===== src/rtl/serial_sub_pkg.sv =====
// Shared types and sizing helpers for the bit-serial subtractor.
package serial_sub_pkg;

  typedef enum logic [1:0] {
    IDLE  = 2'd0,
    SHIFT = 2'd1,
    DONE  = 2'd2
  } state_t;

  localparam int unsigned WIDTH_DEFAULT = 8;

  function automatic int unsigned cnt_width(input int unsigned w);
    return $clog2(w + 1);
  endfunction

  localparam int unsigned CNT_W = cnt_width(WIDTH_DEFAULT);

endpackage


===== src/rtl/serial_subtractor_eight_bit_fs.sv =====
// One-bit full subtractor: d = a - b - bin, with borrow out.
module full_subtractor (
  input  logic a,
  input  logic b,
  input  logic bin,
  output logic d,
  output logic bout
);

  assign d    = a ^ b ^ bin;
  assign bout = (~a & b) | (~(a ^ b) & bin);

endmodule


===== src/rtl/serial_subtractor_eight_bit.sv =====
// Bit-serial WIDTH-bit subtractor (LSB first) with start/busy/done handshake.
// Define SERIAL_SUB_OVF_EN to add the signed-overflow output ovf.
module serial_subtractor_eight_bit
  import serial_sub_pkg::*;
#(
  parameter int unsigned WIDTH = 8
) (
  input  logic             clk,
  input  logic             rst_n,
  input  logic             start,
  input  logic [WIDTH-1:0] a,
  input  logic [WIDTH-1:0] b,
  input  logic             bin,
  output logic             busy,
  output logic             done,
  output logic [WIDTH-1:0] diff,
  output logic             bout
`ifdef SERIAL_SUB_OVF_EN
  ,
  output logic             ovf
`endif
);

  localparam int unsigned CW = cnt_width(WIDTH);

  state_t           state, nstate;
  logic [WIDTH-1:0] a_sh, b_sh;
  logic [WIDTH-2:0] work;
  logic [WIDTH-1:0] work_next;
  logic [CW-1:0]    cnt;
  logic             br;
  logic             d_bit, br_next;
  logic             accept, last;

  full_subtractor u_fs (
    .a    (a_sh[0]),
    .b    (b_sh[0]),
    .bin  (br),
    .d    (d_bit),
    .bout (br_next)
  );

  assign accept    = start && ((state == IDLE) || (state == DONE));
  assign last      = (state == SHIFT) && (cnt == CW'(WIDTH - 1));
  // Working reg keeps only the upper WIDTH-1 partial bits; the final bit joins on the last shift.
  assign work_next = {d_bit, work};

  always_ff @(posedge clk or negedge rst_n) begin
    if (!rst_n) state <= IDLE;
    else        state <= nstate;
  end

  always_comb begin
    nstate = state;
    unique case (state)
      IDLE:    nstate = accept ? SHIFT : IDLE;
      SHIFT:   nstate = last   ? DONE  : SHIFT;
      DONE:    nstate = start  ? SHIFT : IDLE;
      default: nstate = IDLE;
    endcase
  end

  always_comb begin
    busy = (state == SHIFT);
    done = (state == DONE);
  end

  always_ff @(posedge clk or negedge rst_n) begin
    if (!rst_n) begin
      a_sh <= '0;
      b_sh <= '0;
      work <= '0;
      cnt  <= '0;
      br   <= 1'b0;
      diff <= '0;
      bout <= 1'b0;
`ifdef SERIAL_SUB_OVF_EN
      ovf  <= 1'b0;
`endif
    end else if (accept) begin
      a_sh <= a;
      b_sh <= b;
      br   <= bin;
      cnt  <= '0;
    end else if (state == SHIFT) begin
      a_sh <= a_sh >> 1;
      b_sh <= b_sh >> 1;
      br   <= br_next;
      cnt  <= cnt + CW'(1);
      work <= work_next[WIDTH-1:1];
      if (last) begin
        diff <= work_next;
        bout <= br_next;
`ifdef SERIAL_SUB_OVF_EN
        // On the last shift the operand LSBs are the original MSBs.
        ovf  <= (a_sh[0] ^ b_sh[0]) & (a_sh[0] ^ d_bit);
`endif
      end
    end
  end

endmodule


===== config.mk =====
export PLATFORM = sky130hd
export DESIGN_NAME = serial_subtractor_eight_bit
export DESIGN_NICKNAME = d
export VERILOG_FILES = /design/src/rtl/serial_sub_pkg.sv /design/src/rtl/serial_subtractor_eight_bit_fs.sv /design/src/rtl/serial_subtractor_eight_bit.sv
export SDC_FILE = /design/constraint.sdc
export NUM_CORES = 1
export LEC_CHECK = 0
export CAP_MARGIN = 20
export CORE_ASPECT_RATIO = 0.9
export CORE_MARGIN = 2
export CORE_UTILIZATION = 55
export DETAILED_ROUTE_END_ITERATION = 10
export PLACE_DENSITY_LB_ADDON = 0.25
export SLEW_MARGIN = 15
export SYNTH_ARGS = -nofsm -noshare
export SYNTH_HDL_FRONTEND = slang
export SYNTH_SLANG_ARGS = --single-unit
export TNS_END_PERCENT = 20

===== constraint.sdc =====
create_clock -name clk -period 2.74 [get_ports clk]
set_clock_uncertainty 0.15 [all_clocks]
set_input_delay 0.548 -clock clk [delete_from_list [all_inputs] [get_ports clk]]
set_output_delay 0.548 -clock clk [all_outputs]
set_load 0.02 [all_outputs]

Word-level counts from Yosys, hierarchy flattened
Cells that the tools add are included.

word-level totals
  bits in latches = 0
  memories kept = 0
  memory bits (writable) = 0
  flip-flop bits (word level) = 39
  memory bits (read-only) = 0

cells by class
  shifts and indexed selects = 0
  divide/modulo/power cells = 0
  reductions and logical operators = 7
  multiplexer cells = 12
  eq/ne operators = 3
  $mul = 0
  bitwise operators = 8
  $add $sub $neg = 1
  $lt $le $gt $ge = 0

operator list
  cell                 count
  $mux 8               4
  $mux 4               2
  $pmux 2 s3           1
  $add 4x1->4 const B  1
  $eq 4x3->1 const B   1
  $mux 1               4
  $not 1->1            3
  $reduce_and 3->1     1
  $and 1x1->1          2
  $eq 2x1->1 const B   1
  $eq 2x2->1 const B   1
  $logic_and 1x1->1    2
  $logic_not 2->1      1
  $mux 2               1
  $reduce_and 2->1     1
  $reduce_bool 2->1    1
  $xor 1x1->1          2
  $logic_or 1x1->1     1
  $or 1x1->1           1

Longest topological paths before layout
  word-level depth = 6
  gate-level depth with buffers = 7

Modules after synthesis
From an unflattened synthesis, not the netlist that was laid out.

second synthesis, totals
  cell total of the unflattened synthesis = 163
  area, all modules = 1661.6 um2

by module, submodules not included
  module                       area an instance (um2)  instances  cells each
  serial_subtractor_eight_bit  1630.3                  1          159
  full_subtractor              31.3                    1          4

Least setup slack after synthesis
No wires, ideal clock.

  path type = register -> output
  from = register state[1]
  to = output busy
  data required time = 2042 ps
  setup slack = 937 ps
  stages on the path, launching flop included = 6
  arrival = 1105 ps
  path through = dfrtp_1 nand2b_1 buf_6 inv_1 buf_2 buf_2

between the ends
  word-level cells in the longest chain between the ends = 1

ends and longest elaborated chain
  element                 line                               RTL
  start, declared         serial_subtractor_eight_bit.sv:26  state_t state, nstate;
  start signal, assigned  serial_subtractor_eight_bit.sv:50  else state <= nstate;
  $eq 2x1->1              serial_subtractor_eight_bit.sv:64  busy = (state == SHIFT);
  end, declared           serial_subtractor_eight_bit.sv:14  output logic busy,

No other way between the ends.

Final worst setup path
Same ends and word-level chain as after synthesis.

==> results by group <==
Finish
  – Fraction of final layout cells sized beyond drive strength 1: 10.5%
  – ANT cells: 0
  – Core Util, Final: 72.7%
  – Number of standard cells in the layout, taps in and fillers out: 231
  – Commonest cells after routing, fill and taps aside: 50 x sky130_fd_sc_hd__nand2_1, 39 x sky130_fd_sc_hd__dfrtp_1, 29 x sky130_fd_sc_hd__clkdlybuf4s50_1, 15 x sky130_fd_sc_hd__nor2_1, 11 x sky130_fd_sc_hd__a31oi_1
  – Multi-input combinational cell area: 611 µm²
  – Filler cell count in the final layout: 238
  – Most common cell after layout, fill and taps aside: sky130_fd_sc_hd__nand2_1
  – Synthesis-to-layout area growth: 23.0%
  – Register Area: 976 µm²
  – Number of nets in the layout: 212

Synth
  – Yosys warning count: 0
  – Share of flip-flops with an asynchronous set or reset after synthesis: 100%
  – Count of state elements after synthesis: 39
  – Sequential fraction of the synthesis area: 59.1%
  – Leading register cell type out of synthesis: sky130_fd_sc_hd__dfrtp_1
  – Synthesized area: 0.00165 mm²
  – Post-synth net total: 183
  – Number of distinct standard cells referenced by the synthesized netlist: 27
  – Synthesized instance count: 161
  – Area share of the largest cell type after synthesis: 59.1%
  – Post-synth EDFFs: 0
  – Average size of a mapped cell: 10.3 µm²
  – Most area-consuming cells after synthesis: sky130_fd_sc_hd__dfrtp_1 59%, sky130_fd_sc_hd__nand2_1 11%, sky130_fd_sc_hd__mux2_2 6.1%
  – Top cell type by total area after synthesis: sky130_fd_sc_hd__dfrtp_1

GRT
  – Initial antenna violation count: 0
  – Met2 Use GR: 32.3%
  – Largest net degree at the start of global routing: 40
  – Highest-utilization routing layer at the global route stage: met2
  – Remaining Overflow, GRT: 0
  – Number of global-route vias before repair: 1184
  – Met1 track utilization from global routing: 29.0%
  – GR Util All Layers: 21.2%
  – Global-route wire length before repair: 5.40 mm
  – Met3 usage: 6.51%

Placed design
  – Post-Place Cells: 223
  – Final weighted congestion in routability-driven placement: 0.731
  – Final HPWL from detailed placement: 2.11 mm
  – Setup Slack @ Placement: 0.576 ns
  – Count of input and output buffers: 30

Clocking
  – Source-to-sink clock delay at the later pin of the worst-skew pair: 0.34 ns
  – Number of buffers created by CTS: 5
  – Total clock sinks: 39
  – Cts repair resizes: 0
  – Clock Tree Buf Depth: 2
  – CTS clock-pin slew for the worst setup and hold paths: 0.10 ns
  – Clock tree from TritonCTS: built
  – CTS root buffer: sky130_fd_sc_hd__clkbuf_4
  – H-tree lvl count: 2
  – Cts-stage hold buffer count: 0
  – Post CTS Setup Buffer Count: 0

Detailed routing
  – Total wirelength of the detailed-routed design: 3.10 mm
  – DRC violations left: 0
  – Average via count per standard cell: 5.18
  – Remaining number of nets flagged by the antenna check after routing: 0
  – Total via count in the routed design: 1197
  – Starting DRC count in detailed routing: 79
  – Routed length per instance: 13.4 µm
  – Number of detailed-routing iterations run before antenna repair: 5

Floorplan
  – Site row count: 18
  – Effective utilization at floorplan: 59.1%
  – Die height: 56.0 µm
  – Overall die area: 0.00346 mm²
  – Number of top-level pins: 31
  – Floorplan core area: 0.00279 mm²
  – Horizontal die dimension: 61.8 µm

Worst setup path
  – Worst endpoint required time: 2.04 ns
  – Critical path, cell by cell: nand2b_1 -> inv_1 -> clkdlybuf4s50_1
  – Critical Path Sink Type: output pin
  – Biggest cell delay along the critical path: 0.62 ns
  – Cell family with the largest share of critical-path delay: buffers and inverters
  – CP Data Arrival Time: 1.59 ns
  – Number of buffers and inverters on the critical path: 2
  – Cell at the slowest stage of the critical path: sky130_fd_sc_hd__clkdlybuf4s50_1
  – Critical-path maximum fanout: 2
  – Critical path class: reg -> out
  – Startpoint type of the worst setup path: register

Timing
  – Final number of max-transition violations: 0
  – Endpoints failing setup: 0
  – Fin. Hold Viols: 0
  – Minimum clock period after layout: 2.29 ns
  – Slew headroom: 38.8%
  – Final setup margin: 0.453 ns
  – Max frequency: 437 MHz
  – Transition time at the pin with the least slew margin: 0.918 ns
  – Post-Route Setup TNS: 0 ns
  – RSZ-0062 raised after global routing: false
  – Share of the clock period used by the worst path after layout: 83.5%

Min path
  – Kind of path behind the tightest hold check: in -> async

Status
  – Result of the run: complete, no violations

Power and ir drop
  – Power density over cell area: 1150 mW/mm²
  – Max IR drop VDD: 0.000730 V
  – Leakage power summed over all cells: 0.000936 µW

Job
  – Max-cap violation count: 0
-- worst register-to-register path, stage by stage (launching register included) --
cell and delay (ns):
sky130_fd_sc_hd__dfrtp_1 0.39, sky130_fd_sc_hd__nand2b_1 0.16, sky130_fd_sc_hd__buf_4 0.22, sky130_fd_sc_hd__nor3_4 0.47, sky130_fd_sc_hd__mux2_2 0.40
-- logic make-up (layout without fill, tap and decap cells) --
group	after synthesis	count (layout)	synth area share, %
simple gates	74	74	18.6
flops	39	39	59.1
compound gates	19	19	7.88
buf+inv	14	44	3.94
mux	12	12	7.95
fa+ha+maj	2	2	1.97
xor+xnor	1	1	0.530
-- path summary, 6_finish.rpt --
check,start,endpoint,slack (ns),depth (start not counted)
hold / removal,rst_n,a_sh[3],0.14,1
setup / recovery,state[1],busy,0.45,3
hold reg to reg,work[0],work[0],0.34,2
max in group asynchronous,rst_n,work[6],1.77,1
setup reg to reg,state[1],diff[1],0.84,4
min in group clk,work[0],work[0],0.34,2
-- state kept, by name, indices dropped and copies added, names as in the netlist --
| register | count |
|---|---|
| a_sh | 8 |
| b_sh | 8 |
| bout | 1 |
| br | 1 |
| cnt | 4 |
| diff | 8 |
| state | 2 |
| work | 7 |
-- per-stage QoR --
stage / total power (µW) / hold WS (ns) / instance area, µm²
floorplan: 1700 / 0.102 / 1650
global placement: 1980 / 0.307 / 1960
detailed placement: 2030 / 0.315 / 1960
CTS: 2360 / 0.171 / 2030
global route: 2530 / 0.198 / 2030
finish: 2330 / 0.142 / 2030
-- cell type report --
| type | count | share of cell area [%] |
|---|---|---|
| Sequential cell | 39 | 48.1 |
| Multi-Input combinational cell | 108 | 30.1 |
| Timing Repair Buffer | 32 | 15.3 |
| Clock buffer | 8 | 3.39 |
| Tap cell | 40 | 2.46 |
| Inverter | 4 | 0.739 |
-- metal layers --
layer / wire (µm) / part of all wire (%)
met3: 167 / 5.4
met5: 0 / 0
met2: 1460 / 47
met4: 22 / 0.71
met1: 1450 / 47
-- power breakdown --
group / switching [µW] / total [µW] / internal [µW]
Sequential: 159 / 1000 / 845
Combinational: 548 / 1010 / 459
Clock: 172 / 323 / 151
Total: 880 / 2330 / 1450
-- Yosys cell counts (all sizes together), types with 2 or more instances --
cell,count
a221o,2
a22o,2
a31oi,11
buf,6
clkbuf,4
dfrtp,39
inv,4
mux2,9
mux2i,3
nand2,50
nand2b,2
nor2,15
nor3,3
Power figures use the tool's default switching activity.
